[src/rtl/counter_bank_drain.sv]
// Bank of event counters with a single-cycle increment port and a drain engine
// that streams every entry out over valid/ready, clearing each entry as it is accepted.
module counter_bank_drain #(
    parameter int DEPTH = 8,
    parameter int AW    = 3,
    parameter int DW    = 32
) (
    input  logic          clk,
    input  logic          reset,
    input  logic          io_inc_valid,
    input  logic [AW-1:0] io_inc_addr,
    input  logic          io_start,
    output logic          io_busy,
    output logic          io_out_valid,
    input  logic          io_out_ready,
    output logic [AW-1:0] io_out_addr,
    output logic [DW-1:0] io_out_data,
    output logic          io_done
);

    typedef enum logic [1:0] {
        IDLE,
        SCAN,
        DONE
    } state_e;

    localparam logic [AW-1:0] LAST_IDX = AW'(DEPTH - 1);

    state_e        state_q, state_d;
    logic [AW-1:0] idx_q, idx_d;
    logic          busy_q, busy_d;
    logic          valid_q, valid_d;
    logic          done_q, done_d;
    logic [DW-1:0] mem_q [DEPTH];
    logic [DW-1:0] mem_d [DEPTH];
    logic          handshake;

    assign handshake = valid_q && io_out_ready;

    // NOTE: every always_comb output is given its current value first, so no path can infer a latch.
    always_comb begin
        mem_d = mem_q;
        if (handshake) begin
            mem_d[idx_q] = '0;
        end
        // Applied after the clear: a same-cycle increment of the drained entry leaves it at 1.
        if (io_inc_valid) begin
            mem_d[io_inc_addr] = mem_d[io_inc_addr] + DW'(1);
        end
    end

    always_comb begin
        state_d = state_q;
        idx_d   = idx_q;
        case (state_q)
            IDLE: begin
                if (io_start) begin
                    state_d = SCAN;
                    idx_d   = '0;
                end
            end
            SCAN: begin
                if (handshake) begin
                    if (idx_q == LAST_IDX) begin
                        state_d = DONE;
                    end else begin
                        idx_d = idx_q + AW'(1);
                    end
                end
            end
            DONE:    state_d = IDLE;
            default: state_d = IDLE;
        endcase
        busy_d  = (state_d != IDLE);
        valid_d = (state_d == SCAN);
        done_d  = (state_d == DONE);
    end

    // NOTE: sequential state uses non-blocking assignments so every flop samples pre-edge values.
    always_ff @(posedge clk or posedge reset) begin
        if (reset) begin
            state_q <= IDLE;
            idx_q   <= '0;
            busy_q  <= 1'b0;
            valid_q <= 1'b0;
            done_q  <= 1'b0;
        end else begin
            state_q <= state_d;
            idx_q   <= idx_d;
            busy_q  <= busy_d;
            valid_q <= valid_d;
            done_q  <= done_d;
        end
    end

    // NOTE: the counters are flops, not a RAM, because reset must clear every entry at once.
    always_ff @(posedge clk or posedge reset) begin
        if (reset) begin
            for (int i = 0; i < DEPTH; i++) begin
                mem_q[i] <= '0;
            end
        end else begin
            mem_q <= mem_d;
        end
    end

    assign io_busy      = busy_q;
    assign io_out_valid = valid_q;
    assign io_done      = done_q;
    assign io_out_addr  = valid_q ? idx_q : '0;
    assign io_out_data  = valid_q ? mem_q[idx_q] : '0;

endmodule

[config.mk]
export PLATFORM = sky130hd
export DESIGN_NAME = counter_bank_drain
export DESIGN_NICKNAME = d
export VERILOG_FILES = /design/src/rtl/counter_bank_drain.sv
export SDC_FILE = /design/constraint.sdc
export NUM_CORES = 1
export LEC_CHECK = 0
export CAP_MARGIN = 25
export CORE_MARGIN = 4
export CORE_UTILIZATION = 67
export CTS_CLUSTER_DIAMETER = 200
export DETAILED_ROUTE_END_ITERATION = 8
export PLACE_DENSITY = 0.86
export SETUP_SLACK_MARGIN = 0.5
export SYNTH_ARGS = -nofsm -noshare
export SYNTH_HDL_FRONTEND = slang
export SYNTH_SLANG_ARGS = --single-unit
[constraint.sdc]
create_clock -name clk -period 12.9 [get_ports clk]
set_input_delay 1.29 -clock clk [delete_from_list [all_inputs] [get_ports clk]]
set_output_delay 1.29 -clock clk [all_outputs]
set_load 0.005 [all_outputs]
==> metrics, run 1 <==
Reg clk slew, reported paths=0.06 ns; total CTS buffers=28; crit start category=primary input; first-pass GRT wire length=76,400 µm; hold_buf cts=0; Final Cell Area=16,500 µm²; crit share post-route=0.445; ys flop type=dfrtp_1; post-synthesis net count=1,392; sequential share of the synthesized area=0.440; largest net degree at the start of global routing=123; worst endpoint required time=13.29 ns; Sink Count=264; Crit Path Max Fanout=61; Syn Inst Count=1,381; gr ovfl total=0; Netlist cell types=69; clock power share=0.253; Data arrival, critical path=6.13 ns; unrepaired setup endpoints after global routing=no; relative slew slack=0.217; Routed WL=49,700 µm; TritonCTS clock tree=built; YS warnings=0; Clock Latency Late Sink=0.56 ns; vias per cell=7.81; initial antenna violation count=0; number of diodes=0; WS Path Type=in2reg; Max Fclk=0.174 GHz; Post-CTS Resized=0; Avg WL per Cell=29.8 µm; outcome=complete, no violations; Clock Tree Buf Depth=3; Setup Viol. Count Final=0; Most common cell on crit path=buf_4; H-tree Lvls=1; Mean Syn Cell Area=10.9 µm²; dpl cells=1,614; Slew @ Worst Pin=1.17 ns; Die Area=24,800 µm²; nets=1,377; share of cells above drive strength 1=0.159; Post-synth EDFFs=0; gr usage total=0.403; post-route minimum period=5.74 ns; crit path max-delay cell type=nor4_2; max-slew violations=0; first-pass iteration count of the detailed router=6; PD cells=208 nW/µm²; Initial Util=0.685; Synth Register Bits=264; maximum vdd drop=0.143 mV; Core ar.=21,900 µm²; Net Switching=1.27 mW; HP Class=reg2reg; vias=13,000; crit end category=flip-flop; dpl hpwl=30,500 µm; Finished Layout Cells=1,668; switching share of power=0.369; DRC Markers=0; CP peak stage delay=0.86 ns; Hold Vio Cnt, Final=0; final core utilization=0.752; FFs w/ async S/R, synth=1.00; Seq pwr share=0.391; antenna-violating nets left=0; DR iter-0 viols=2,136; P_leak=6.95 nW; internal power=2.17 mW; layout overhead on the synthesized area=9.79%; IO buf count=45; mapped cell area=15,000 µm²; Final Power=3.43 mW; clk_skew=0.0139 ns; Combinational Power Share=0.357; max_cap viols=0; Cell Chain, Critical Path=buf_4 -> buf_4 -> nand2b_1 -> o22ai_1 -> o31ai_1 -> o311ai_1 -> nand4bb_1 -> nor4_2 -> and2_1 -> o221ai_1; Rows=54; CTS root buf=clkbuf_16; Die W=158 µm; vias in the first global route=12,800; GP Congestion=0.994; die span in y=158 µm; # Post-CTS Setup Buffers=0; placed cell areas=15,400 µm²; I/O pins=46; post-route setup TNS=0 ns
## layer usage
layer | global-route usage | share of wire
met2 | 0.585 | 0.44
met1 | 0.561 | 0.35
met3 | 0.114 | 0.15
met4 | 0.207 | 0.057
met5 | 0 | 0.00016
## final timing paths
check | startpoint | end | slack (ns) | cells past startpoint
setup reg to reg | idx_q[1] | mem_q[191] | 7.86 | 9
hold / removal | state_q[1] | io_done | 0.50 | 1
max in group asynchronous | reset | mem_q[109] | 9.59 | 5
setup / recovery | io_inc_addr[0] | mem_q[191] | 7.16 | 10
min in group asynchronous | reset | mem_q[221] | 1.31 | 2
hold reg to reg | state_q[1] | io_done | 0.50 | 1
## cells in the mapped netlist, types with 5 or more instances
| master | count | share of area |
|---|---|---|
| a31oi_1 | 5 | 0.0021 |
| a211oi_1 | 9 | 0.0045 |
| nand2b_1 | 14 | 0.0058 |
| nor2_1 | 62 | 0.016 |
| nor3_1 | 17 | 0.0057 |
| clkbuf_1 | 64 | 0.016 |
| inv_1 | 11 | 0.0028 |
| mux2i_1 | 57 | 0.038 |
| o21ai_1 | 21 | 0.0070 |
| or2_2 | 5 | 0.0021 |
| nor3b_1 | 6 | 0.0030 |
| nor4_1 | 6 | 0.0025 |
| nor4_2 | 5 | 0.0042 |
| nand3_1 | 36 | 0.012 |
| buf_6 | 7 | 0.0053 |
| xor2_1 | 11 | 0.0064 |
| xor2_2 | 7 | 0.0076 |
| buf_4 | 13 | 0.0065 |
| dfrtp_1 | 264 | 0.44 |
| nand2_1 | 164 | 0.041 |
| o22ai_1 | 27 | 0.011 |
| xnor2_1 | 14 | 0.0082 |
| nand3b_1 | 6 | 0.0030 |
| mux2_2 | 23 | 0.017 |
| o211ai_1 | 11 | 0.0055 |
| nor3_2 | 5 | 0.0033 |
| o21ai_0 | 122 | 0.041 |
| and3_1 | 5 | 0.0021 |
| mux4_2 | 77 | 0.12 |
| a21oi_1 | 10 | 0.0033 |
| o221ai_1 | 20 | 0.012 |
| a22o_1 | 127 | 0.074 |
| buf_1 | 14 | 0.0035 |
| a221o_1 | 5 | 0.0033 |
| buf_2 | 16 | 0.0053 |
| nor2b_1 | 40 | 0.017 |
| and2_1 | 11 | 0.0046 |
## critical path: cells and delay by family
family / cells / cell delay, ns
buf+inv: 2 / 1.33
compound gates: 4 / 0.85
simple gates: 4 / 2.56
## flip-flops by register name, summed over array words and instances (netlist names)
register,cells
state_q,2
io_out_valid,1
io_busy,1
io_done,1
mem_q,256
idx_q,3
## metrics by stage
step,hold WS [ns],setup slack [ns]
6_report,0.504,7.16
5_1_grt,0.526,7.04
4_1_cts,0.502,7.40
3_5_place_dp,0.489,6.88
3_3_place_gp,0.478,7.08
2_1_floorplan,0.458,4.34
## final cells by class
cell class	count	area (µm²)
Fill cell	1447	5420
Multi-Input combinational cell	991	7820
Clock buffer	45	876
Sequential cell	264	6620
Clock inverter	7	110
Tap cell	280	350
Timing Repair Buffer	69	642
Inverter	12	52.6
## cell families (layout without fill, tap and decap cells)
kind of cell,Yosys count,in the layout,synth area share
AO/OA/AOI/OAI,392,392,0.185
XOR/XNOR,32,32,0.0222
adder cells (fa/ha/maj),3,3,0.00250
buffers and inverters,126,133,0.0396
flip-flops,264,264,0.440
multiplexers,158,158,0.172
AND/OR/NAND/NOR,406,406,0.139
## power groups by stage
stage	logic, mW	clock network [mW]	registers, mW
after floorplan	0.882	0	1.19
after global placement	1.15	0	1.32
after detailed placement	1.19	0	1.34
after CTS	1.20	0.858	1.33
after global routing	1.30	0.897	1.37
final	1.22	0.867	1.34
## cell usage in the layout, fill, tap and decap left out, types with 27 or more instances in the layout
cell | synthesis | layout
dfrtp_1 | 264 | 261
nand2_1 | 164 | 164
a22o_1 | 127 | 127
o21ai_0 | 122 | 122
mux4_2 | 77 | 77
mux2i_1 | 57 | 57
nor2_1 | 62 | 55
clkdlybuf4s50_1 | 0 | 42
nor2b_1 | 40 | 40
nand3_1 | 36 | 36
clkbuf_16 | 0 | 29
o22ai_1 | 27 | 27
(Power assumes the default switching activity.)
==> inputs of run 2 (changes only) <==
- CORE_UTILIZATION: 67 -> 56
- PLACE_DENSITY: 0.86 -> 0.77
- clock period: 12.9 -> 5.23 ns (I/O delays scaled with it)
==> metrics, run 2 (synthesized netlist as in run 1, its figures left out) <==
outcome=complete, no violations; share of cells above drive strength 1=0.174; nets=1,406; WS Path Type=reg2reg; crit start category=flip-flop; Hold Vio Cnt, Final=0; Die Area=29,500 µm²; max-slew violations=0; vias per cell=7.33; cell family with most CP delay=simple AND/OR/NAND/NOR gates; PD cells=497 nW/µm²; I/O pins=46; relative slew slack=0.261; Data arrival, critical path=4.77 ns; antenna-violating nets left=0; number of diodes=0; post-route minimum period=4.38 ns; Clock Latency Late Sink=0.55 ns; Avg WL per Cell=28.9 µm; Reg clk slew, reported paths=0.06 ns; Setup Viol. Count Final=0; first-pass GRT wire length=77,300 µm; unrepaired setup endpoints after global routing=no; HP Class=in2async; vias=12,800; crit share post-route=0.838; die span in y=172 µm; Cell Chain, Critical Path=nand2b_1 -> nor2_1 -> a22o_1 -> a211oi_1 -> ha_1 -> nand2_1 -> or4_4 -> nor3_1 -> xor2_1 -> o21ai_0; gr ovfl total=0; largest net degree at the start of global routing=147; worst endpoint required time=5.61 ns; hold_buf cts=0; IO buf count=45; CP peak stage delay=0.90 ns; post-route setup TNS=0 ns; Biggest register=mem_q; number of flip-flops under the largest register name=256; first-pass iteration count of the detailed router=7; dpl hpwl=31,800 µm; Slew @ Worst Pin=1.10 ns; Rows=59; Initial Util=0.572; # Post-CTS Setup Buffers=0; DRC Markers=0; vias in the first global route=12,700; Crit Path Max Fanout=24; crit end category=flip-flop; CTS root buf=clkbuf_16; Post-CTS Resized=0; total CTS buffers=29; layout overhead on the synthesized area=11.1%; Die W=172 µm; Top Registers=mem_q x256, idx_q x3, state_q x2; Filler cells=2,055; GP Congestion=1.00; Max Fclk=0.228 GHz; crit path max-delay cell type=dfrtp_2; Sink Count=264; clk_skew=0.0155 ns; most frequent cells in the layout=261 x dfrtp_1, 164 x nand2_1, 127 x a22o_1; P_leak=7.04 nW; Clock Tree Buf Depth=3; Final Power=8.29 mW; maximum vdd drop=0.314 mV; Worst Path Buf+Inv=0; H-tree Lvls=1; Routed WL=50,500 µm; gr usage total=0.344; TritonCTS clock tree=built; Core ar.=26,200 µm²; initial antenna violation count=0; DR iter-0 viols=1,920; max_cap viols=0; commonest non-fill, non-tap cell in the layout=dfrtp_1
## run 2: layer usage
metal | share of wire | vias up | GRT usage
li1 | - | 5240 | -
met1 | 0.37 | 6303 | 0.479
met2 | 0.44 | 1020 | 0.510
met3 | 0.13 | 248 | 0.0843
met4 | 0.057 | 0 | 0.166
met5 | 0 | - | 0
## run 2: final timing paths
kind                       startpoint         end  slack, ns  cells after the start
min in group clk            mem_q[40]   mem_q[40]       0.50                      2
hold reg to reg             mem_q[40]   mem_q[40]       0.50                      2
setup reg to reg             idx_q[1]   mem_q[12]       0.85                     10
max in group asynchronous       reset   mem_q[81]       3.67                      3
hold / removal                  reset  mem_q[164]       0.38                      2
setup / recovery             idx_q[1]   mem_q[12]       0.85                     10
## run 2: power by group
group | total (mW) | internal [mW] | leakage (nW) | switching, mW
Clock | 1.97 | 1.15 | 0.448 | 0.824
Sequential | 3.30 | 2.61 | 3.54 | 0.683
Combinational | 3.02 | 1.46 | 3.05 | 1.56
## run 2: stage by stage
| stage | cells | utilization | hold slack, ns | instance area, µm² | setup WS, ns |
|---|---|---|---|---|---|
| finish | 1747 | 0.636 | 0.378 | 16700 | 0.847 |
| floorplan | 1381 | - | 0.458 | 15000 | 1.22 |
| global placement | 1696 | 0.601 | 0.476 | 15700 | 0.919 |
| CTS | 1744 | 0.635 | 0.384 | 16600 | 0.812 |
| detailed placement | 1696 | 0.601 | 0.488 | 15700 | 0.850 |
| global route | 1747 | 0.636 | 0.410 | 16700 | 0.648 |
## run 2: area by class of cell
class	instances	area (µm²)	area share
multi-input combinational	991	7820	0.470
sequential	264	6620	0.397
clock buffer	45	886	0.0532
timing repair buffer	97	853	0.0512
tap	335	419	0.0252
inverter	12	48.8	0.00293
clock inverter	3	15.0	0.000901
